[config.mk]
export PLATFORM = sky130hd
export DESIGN_NAME = bcd_press_counter
export DESIGN_NICKNAME = d
export VERILOG_FILES = /design/src/rtl/seg7_pkg.sv /design/src/rtl/seg7_decode.sv /design/src/rtl/bcd_press_counter.sv
export SDC_FILE = /design/constraint.sdc
export NUM_CORES = 1
export LEC_CHECK = 0
export CORE_UTILIZATION = 47
export CTS_CLUSTER_SIZE = 40
export DETAILED_ROUTE_END_ITERATION = 8
export PLACE_DENSITY = 0.74
export SLEW_MARGIN = 30
export SYNTH_ARGS = -nofsm -noshare
export SYNTH_HDL_FRONTEND = slang
export SYNTH_SLANG_ARGS = --single-unit
[constraint.sdc]
create_clock -name clk -period 3.7 [get_ports clk]
set_input_delay 0.555 -clock clk [delete_from_list [all_inputs] [get_ports clk]]
set_output_delay 0.555 -clock clk [all_outputs]
set_load 0.02 [all_outputs]
[src/rtl/seg7_pkg.sv]
// Shared seven-segment definitions: segment width, blank pattern, BCD digit type, decoder.
// Latency: none (constants and pure functions only).
// Backpressure: not applicable.
package seg7_pkg;

    localparam int SEG_W = 7;

    typedef logic [3:0]       bcd_t;
    typedef logic [SEG_W-1:0] seg_t;

    // Active-low gfedcba patterns.
    localparam seg_t SEG_BLANK = 7'b1111111;
    localparam seg_t SEG_ZERO  = 7'b1000000;

    // Any non-decimal code is read as 0 so a corrupted digit can never escape 0-9.
    function automatic bcd_t bcd_sane(input bcd_t d);
        return (d > 4'd9) ? 4'd0 : d;
    endfunction

    function automatic seg_t seg7_of(input bcd_t bcd);
        seg_t s;
        case (bcd_sane(bcd))
            4'd0:    s = 7'b1000000;
            4'd1:    s = 7'b1111001;
            4'd2:    s = 7'b0100100;
            4'd3:    s = 7'b0110000;
            4'd4:    s = 7'b0011001;
            4'd5:    s = 7'b0010010;
            4'd6:    s = 7'b0000010;
            4'd7:    s = 7'b1111000;
            4'd8:    s = 7'b0000000;
            4'd9:    s = 7'b0010000;
            default: s = SEG_ZERO;
        endcase
        return s;
    endfunction

endpackage

[src/rtl/seg7_decode.sv]
// One BCD digit to active-low gfedcba segments, with a blank override.
// Latency: combinational.
// Backpressure: not applicable.
module seg7_decode
    import seg7_pkg::*;
(
    input  bcd_t bcd,
    input  logic blank,
    output seg_t seg
);

    // Blank wins over the digit pattern.
    always_comb begin
        seg = seg7_of(bcd);
        if (blank) begin
            seg = SEG_BLANK;
        end
    end

endmodule

[src/rtl/bcd_press_counter.sv]
// Counts debounced button rising edges as a cascaded BCD up/down counter driving 7-seg displays.
// Latency: count_bcd/wrap update at the edge that samples the rising level; hex one edge later.
// Backpressure: none; every qualifying edge is counted, clr takes priority and discards edges.
module bcd_press_counter
    import seg7_pkg::*;
#(
    parameter int DIGITS        = 4,
    parameter bit BLANK_LEADING = 1'b1
) (
    input  logic                  clk,
    input  logic                  rst_n,
    input  logic                  up_lvl,
    input  logic                  dn_lvl,
    input  logic                  clr,
    output logic [4*DIGITS-1:0]   count_bcd,
    output logic [SEG_W*DIGITS-1:0] hex,
    output logic                  wrap
);

    // Previous levels reset high so a button held through reset does not count.
    logic                           r_up_prev;
    logic                           r_dn_prev;
    logic [DIGITS-1:0][3:0]         r_count;
    logic                           r_wrap;
    logic [DIGITS-1:0][SEG_W-1:0]   r_hex;

    logic                           w_up_ev;
    logic                           w_dn_ev;
    logic [DIGITS-1:0][3:0]         w_inc;
    logic                           w_inc_wrap;
    logic [DIGITS-1:0][3:0]         w_dec;
    logic                           w_dec_wrap;
    logic [DIGITS-1:0][3:0]         w_count_nxt;
    logic                           w_wrap_nxt;
    logic [DIGITS-1:0]              w_blank;
    logic [DIGITS-1:0][SEG_W-1:0]   w_seg;

    // Rising-edge detect on the debounced levels.
    always_comb begin
        w_up_ev = up_lvl & ~r_up_prev;
        w_dn_ev = dn_lvl & ~r_dn_prev;
    end

    // Increment cascade: a 9 rolls to 0 and carries upward; carry out of the top digit is a wrap.
    always_comb begin : inc_cascade
        logic w_carry;
        bcd_t w_d;
        w_carry = 1'b1;
        w_d     = 4'd0;
        w_inc   = '0;
        for (int i = 0; i < DIGITS; i++) begin
            w_d = bcd_sane(r_count[i]);
            if (w_carry) begin
                if (w_d == 4'd9) begin
                    w_inc[i] = 4'd0;
                end else begin
                    w_inc[i] = w_d + 4'd1;
                    w_carry  = 1'b0;
                end
            end else begin
                w_inc[i] = w_d;
            end
        end
        w_inc_wrap = w_carry;
    end

    // Decrement cascade: a 0 rolls to 9 and borrows upward; borrow out of the top digit is a wrap.
    always_comb begin : dec_cascade
        logic w_borrow;
        bcd_t w_d;
        w_borrow = 1'b1;
        w_d      = 4'd0;
        w_dec    = '0;
        for (int i = 0; i < DIGITS; i++) begin
            w_d = bcd_sane(r_count[i]);
            if (w_borrow) begin
                if (w_d == 4'd0) begin
                    w_dec[i] = 4'd9;
                end else begin
                    w_dec[i] = w_d - 4'd1;
                    w_borrow = 1'b0;
                end
            end else begin
                w_dec[i] = w_d;
            end
        end
        w_dec_wrap = w_borrow;
    end

    // Next count/wrap: clr beats everything, simultaneous up and down cancel.
    always_comb begin
        w_count_nxt = r_count;
        w_wrap_nxt  = r_wrap;
        if (clr) begin
            w_count_nxt = '0;
            w_wrap_nxt  = 1'b0;
        end else if (w_up_ev && w_dn_ev) begin
            w_count_nxt = r_count;
        end else if (w_up_ev) begin
            w_count_nxt = w_inc;
            w_wrap_nxt  = r_wrap | w_inc_wrap;
        end else if (w_dn_ev) begin
            w_count_nxt = w_dec;
            w_wrap_nxt  = r_wrap | w_dec_wrap;
        end
    end

    // Counter, sticky wrap and edge-detect history.
    always_ff @(posedge clk or negedge rst_n) begin
        if (!rst_n) begin
            r_up_prev <= 1'b1;
            r_dn_prev <= 1'b1;
            r_count   <= '0;
            r_wrap    <= 1'b0;
        end else begin
            r_up_prev <= up_lvl;
            r_dn_prev <= dn_lvl;
            r_count   <= w_count_nxt;
            r_wrap    <= w_wrap_nxt;
        end
    end

    // Leading-zero blanking: walk down from the top digit while everything seen so far is zero.
    always_comb begin : blank_chain
        logic w_zero_hi;
        w_zero_hi = 1'b1;
        w_blank   = '0;
        for (int i = DIGITS - 1; i >= 0; i--) begin
            w_zero_hi  = w_zero_hi & (bcd_sane(r_count[i]) == 4'd0);
            w_blank[i] = BLANK_LEADING && (i != 0) && w_zero_hi;
        end
    end

    for (genvar g = 0; g < DIGITS; g++) begin : g_dec
        seg7_decode u_dec (
            .bcd   (r_count[g]),
            .blank (w_blank[g]),
            .seg   (w_seg[g])
        );
    end

    // Registered display: reset shows a lone 0 (or all zeros when blanking is off).
    always_ff @(posedge clk or negedge rst_n) begin
        if (!rst_n) begin
            for (int i = 0; i < DIGITS; i++) begin
                r_hex[i] <= (BLANK_LEADING && (i != 0)) ? SEG_BLANK : SEG_ZERO;
            end
        end else begin
            r_hex <= w_seg;
        end
    end

    assign count_bcd = r_count;
    assign hex       = r_hex;
    assign wrap      = r_wrap;

endmodule

# Yosys cells after proc, flatten, opt, wreduce, memory -nomap -nowiden
# Memories as Yosys holds them, arrays and structs flattened. A register that Yosys moved wholly into a read port is not among the register bits.
# Index checks and enable logic that the tools add are counted.
# Widths: inputs -> output; s select.
totals:
  regBits: 40
  romBits: 448
  inputBits: 5
  out_inout_bits: 45
  elab_cells: 90
  memories: 4
op_classes:
  addsub: 8
  magnitude_cmp: 4
  eq_ne: 5
  n_mux: 43
  n_bitwise: 8
  n_reduce_logical: 8
memory_table:
  columns: ["name", "depth", "width", "rd", "rd_ports_with_merged_regs", "wr", "line", "text"]
  rows:
  - ["(no name shown)", 16, 7, 1, 1, 0, "seg7_pkg.sv:22", "case (bcd_sane(bcd))"]
  - ["(no name shown)", 16, 7, 1, 0, 0, "seg7_pkg.sv:22", null]
  - ["(no name shown)", 16, 7, 1, 0, 0, "seg7_pkg.sv:22", null]
  - ["(no name shown)", 16, 7, 1, 0, 0, "seg7_pkg.sv:22", null]
op_table:
  columns: ["op", "n"]
  rows:
  - ["$mux 4", 18]
  - ["$mux 16", 4]
  - ["$mux 7", 3]
  - ["$mux 1", 18]
  - ["$add 4x1->4 const B", 4]
  - ["$eq 4x4->1 const B", 4]
  - ["$gt 4x4->1 const B", 4]
  - ["$logic_not 4->1", 4]
  - ["$sub 4x1->4 const B", 4]
  - ["$and 1x1->1", 4]
  - ["$reduce_bool 3->1", 1]
  - ["$ne 2x2->1 const B", 1]
  - ["$not 1->1", 2]
  - ["$or 1x1->1", 2]
  - ["$reduce_and 2->1", 1]
  - ["$logic_and 1x1->1", 1]
  - ["$logic_not 1->1", 1]

# Logic depth before layout (Yosys ltp)
depth:
  word_depth: 12
  mapped_depth: 11
  mapped_depth_nobuf: 10

# Cells and area by module
# A second synthesis with hierarchy kept.
unflattened:
  cells_unflattened: 396
  hier_area_um2: 3358.2
by_module_without_submodules:
  columns: ["module", "instances", "cells_per_inst", "area_per_inst_um2", "seq_area_each_um2"]
  rows:
  - ["bcd_press_counter", 1, 260, 2458.6, 1206.2]
  - ["seg7_decode at g_dec[1].u_dec ...", 2, 34, 219.0, 0.0]
  - ["seg7_decode at g_dec[0].u_dec", 1, 33, 242.7, 0.0]
  - ["seg7_decode at g_dec[3].u_dec", 1, 35, 219.0, 0.0]

# Worst setup path after synthesis
# Ideal clock, no wire load.
synth_timing:
  path_kind: "reg-to-reg"
  start: "register r_count, in the netlist count_bcd[5]"
  end: "register r_count, in the netlist count_bcd[14]"
  setup_ns: 0.125
  t_arrival_ns: 2.637
  required_time_ns: 3.575
  setup_slack_ns: 0.938
  path_stages_with_launch: 11
  n_path_buf: 1
  period_less_slack_ns: 2.762
  cell_sequence: "dfrtp_1 > or2_2 > a21boi_0 > ha_1 > nand4bb_1 > clkbuf_1 > nor3_1 > nor3b_1 > nor4_1 > or3b_1 > nand3_1"
synth_via:
  elab_chain_cells: 11
  elab_cells_between_ends: 16
  cone_classes: "order compare (1); eq/ne (1); mux (13); reduce/logical (1)"
synth_rtl:
  columns: ["element", "line", "text"]
  rows:
  - ["start: declaration", "bcd_press_counter.sv:23", "logic [DIGITS-1:0][3:0] r_count;"]
  - ["start signal: assignment", "bcd_press_counter.sv:118", "r_count <= w_count_nxt;"]
  - ["$gt 4x4->1", "seg7_pkg.sv:17", "return (d > 4'd9) ? 4'd0 : d;"]
  - ["$mux 4 *", "seg7_pkg.sv:17", null]
  - ["$logic_not 4->1", "bcd_press_counter.sv:77", "if (w_d == 4'd0) begin"]
  - ["$mux 1", "bcd_press_counter.sv:77", null]
  - ["$mux 1 (2 in a row)", "bcd_press_counter.sv:76", "if (w_borrow) begin"]
  - ["$mux 4", "bcd_press_counter.sv:76", null]
  - ["$mux 16", "bcd_press_counter.sv:102", "end else if (w_dn_ev) begin"]
  - ["$mux 16 *", "bcd_press_counter.sv:99", "end else if (w_up_ev) begin"]
  - ["$mux 16 *", "bcd_press_counter.sv:97", "end else if (w_up_ev && w_dn_ev) begin"]
  - ["$mux 16 *", "bcd_press_counter.sv:94", "if (clr) begin"]
# Every way passes the cells marked *; elsewhere a longest branch is shown, timed or not. The select of a mux whose other input is x is not followed.
# A chain may end at the register's enable or synchronous reset.

# Final worst setup path
# Same ends and word-level chain as after synthesis.

==> metrics.md <==
| Metric | Value |
|---|---|
| Routability cong. | 0.861 |
| Util after Layout | 0.607 |
| N_diodes | 0 |
| Seq cells post-synth | 47 |
| Cell Rows | 28 |
| Most common cell in the synthesized netlist | nand2_1 |
| Largest family of logic cells by synthesized area | simple AND/OR/NAND/NOR gates |
| WHS | 0.253 ns |
| Mean Syn Cell Area | 8.60 µm² |
| Multi-input gate area | 1710 µm² |
| Drt wl/cell | 16.5 µm |
| Skew-Pair Late Insertion Delay | 0.30 ns |
| Clock tree buffer depth | 2 |
| Post-Synth XOR/XNOR Area | 0 |
| Top achievable clock speed | 0.297 GHz |
| Post-CTS Setup Bufs | 0 |
| Synth cell types | 49 |
| DIE WIDTH | 82.4 µm |
| Routed WL | 7.83 mm |
| # fillers | 527 |
| Crit end category | flop |
| Initial antenna violation count | 0 |
| Post-synthesis mux area share | 0.0132 |
| Synth area leaders | dfstp_2 (21%), dfrtp_1 (19%), ha_1 (7.4%), o21ai_0 (5.4%), nand2_1 (4.6%) |
| Final net count | 421 |
| Status | finished clean |
| IO Port Bufs | 49 |
| Largest net degree at the start of global routing | 48 |
| Core area | 6060 µm² |
| Reg2reg setup slack | 0.33 ns |
| PD cells | 479 nW/µm² |
| Required @ worst endpoint | 3.89 ns |
| Fraction of layout cells with a size suffix above 1 | 0.118 |
| Total CTS buffers | 5 |
| Worst Hold Class | primary input to async pin |
| Ys Warns | 0 |
| Hpwl dp | 5.32 mm |
| Count of final hold-check violations | 0 |
| Synthesized Nets | 376 |
| Worst R2R Start | count_bcd[5]$_DFFE_PN0P_ |
| Ys async rst share | 1.00 |
| Post-synthesis compound-gate area fraction | 0.226 |
| Area leader, netlist | dfstp_2 |
| Post-Synth Simple-Gate Area | 0.250 |
| Worst slew pin tran | 0.805 ns |
| CTS tree | done |
| Top Ports | 50 |
| Setup TNS | 0 ns |
| Root Buffer | clkbuf_8 |
| Post-DRT Antenna Nets | 0 |
| DR pass1 iterations | 5 |
| Mapped Area | 3040 µm² |
| Die Ht | 82.4 µm |
| Worst Setup SP | count_bcd[5]$_DFFE_PN0P_ |
| Initial core utilization | 0.501 |
| Setup repair after global routing missed its margin | false |
| Part of the cycle the worst path needs | 0.910 |
| Critical Path AT | 3.55 ns |
| Area Overhead vs Synth | 21.2% |
| Sequential fraction of the synthesis area | 0.397 |
| Register area | 1210 µm² |
| Final worst-path setup slack | 0.333 ns |
| Synth top cells by count | nand2_1 (37), o21ai_0 (33), nor2_1 (27) |
| Pre-CTS setup slack | 0.452 ns |
| Maximum vdd drop | 291 µV |
| Drt drc | 0 |
| Clock Sinks | 47 |
| Post-synth EDFFs | 0 |
| Die area | 6790 µm² |
| H-tree depth reported by CTS | 2 |
| Crit path launch type | flop |
| Lkg Pwr | 0.00150 µW |
| Via count | 2944 |
| Placed cell area | 3600 µm² |
| Post-Synth Adder-Cell Area | 0.0742 |
| Post-CTS Hold Fix Bufs | 0 |
| Share of the synthesized area in the top cell type | 0.208 |
| Crit path time final | 3.37 ns |
| First-pass GRT wire length | 13.1 mm |
| Ys flop type | dfstp_2 |
| Via-to-Cell Ratio | 6.21 |
| Max Cap Viol | 0 |
| Slew HR | 0.462 |
| Vias in the first global route | 2717 |
| Reg2Reg Depth | 9 |
| Resized Gates After CTS | 0 |
| Skew final | 0.00631 ns |
| Max-slew violation count | 0 |
| Reg clk slew, reported paths | 0.09 ns |
| Overall routing resource usage | 0.252 |
| GRT overflow | 0 |
| CP max FO | 9 |
| # setup viols final | 0 |
| Kind of critical path | flop to flop |
| Design area | 3680 µm² |
| Post-Synthesis Cells | 353 |
| DRT iter0 DRCs | 181 |
[metrics by stage]
step	std cells	total power [µW]
6_report	474	1760
3_5_place_dp	466	1460
4_1_cts	474	1770
2_1_floorplan	353	1170
3_3_place_gp	466	1450
5_1_grt	474	1870
[worst max-delay path, cell delays in order (launching register included)]
cell and delay (ns):
dfrtp_1 0.47, or2_2 0.35, a21boi_0 0.42, ha_1 0.37, nand4bb_1 0.36, nor3_1 0.59
nor3b_1 0.31, nor4_1 0.09, or3b_1 0.20, nand3_1 0.07
[final timing paths]
kind / to
hold reg to reg: wrap$_DFFE_PN0P_
min in group clk: wrap$_DFFE_PN0P_
hold / removal: hex[3]$_DFF_PN0_
setup reg to reg: count_bcd[14]$_DFFE_PN0P_
setup / recovery: count_bcd[14]$_DFFE_PN0P_
max in group asynchronous: hex[25]$_DFF_PN1_
[cells by family after synthesis]
| family | Yosys count |
|---|---|
| DFF | 47 |
| adders and majority gates | 18 |
| muxes | 4 |
| and+or+nand+nor | 145 |
| AOI/OAI and AO/OA | 107 |
| buffers and inverters | 32 |
[cells in the final DEF, fill, tap and decap left out, types with 3 or more instances in the layout]
cell type	synthesis	layout
a41o_1	3	3
nor3b_1	4	4
nand2b_1	10	10
buf_4	0	7
or3_1	3	3
nor2_1	27	27
dfrtp_1	23	23
clkbuf_8	0	5
nand3_1	15	15
nand4bb_1	3	3
o211ai_1	3	3
nor3_1	17	17
a31oi_1	7	7
dfstp_2	24	24
o21ai_0	33	33
ha_1	18	18
clkdlybuf4s50_1	0	48
nand2_1	37	37
inv_1	15	15
o22ai_1	5	5
nor4_1	4	4
nor2b_1	7	7
mux2i_1	4	4
a22oi_1	5	5
and3_1	3	3
o221ai_1	3	3
a211oi_1	7	7
a21oi_1	24	24
[layer usage]
| layer | GRT usage | vias up | share of wire |
|---|---|---|---|
| met5 | 0 | - | 0 |
| met4 | 0.0842 | 0 | 0.014 |
| met3 | 0.0352 | 17 | 0.065 |
| met2 | 0.388 | 127 | 0.46 |
| met1 | 0.363 | 1422 | 0.46 |
| li1 | - | 1378 | - |
[layout make-up]
| cell class | count | area share |
|---|---|---|
| multi-input combinational | 274 | 0.465 |
| sequential | 47 | 0.328 |
| timing repair buffer | 55 | 0.145 |
| tap | 75 | 0.0255 |
| clock buffer | 7 | 0.0207 |
| inverter | 15 | 0.0153 |
| clock inverter | 1 | 0.00136 |
[power breakdown]
part / leakage (µW) / internal [µW] / switching (µW) / total (µW)
Sequential: 0.000562 / 663 / 60.8 / 723
Clock: 0.0000422 / 133 / 178 / 312
Combinational: 0.000898 / 315 / 413 / 728
Total: 0.00150 / 1110 / 652 / 1760
[registers in the layout, summed over array words and instances, names as in the netlist]
signal,flops
hex,28
count_bcd,16
r_dn_prev,1
r_up_prev,1
wrap,1
Note: power is estimated with default switching activity, not from simulation.
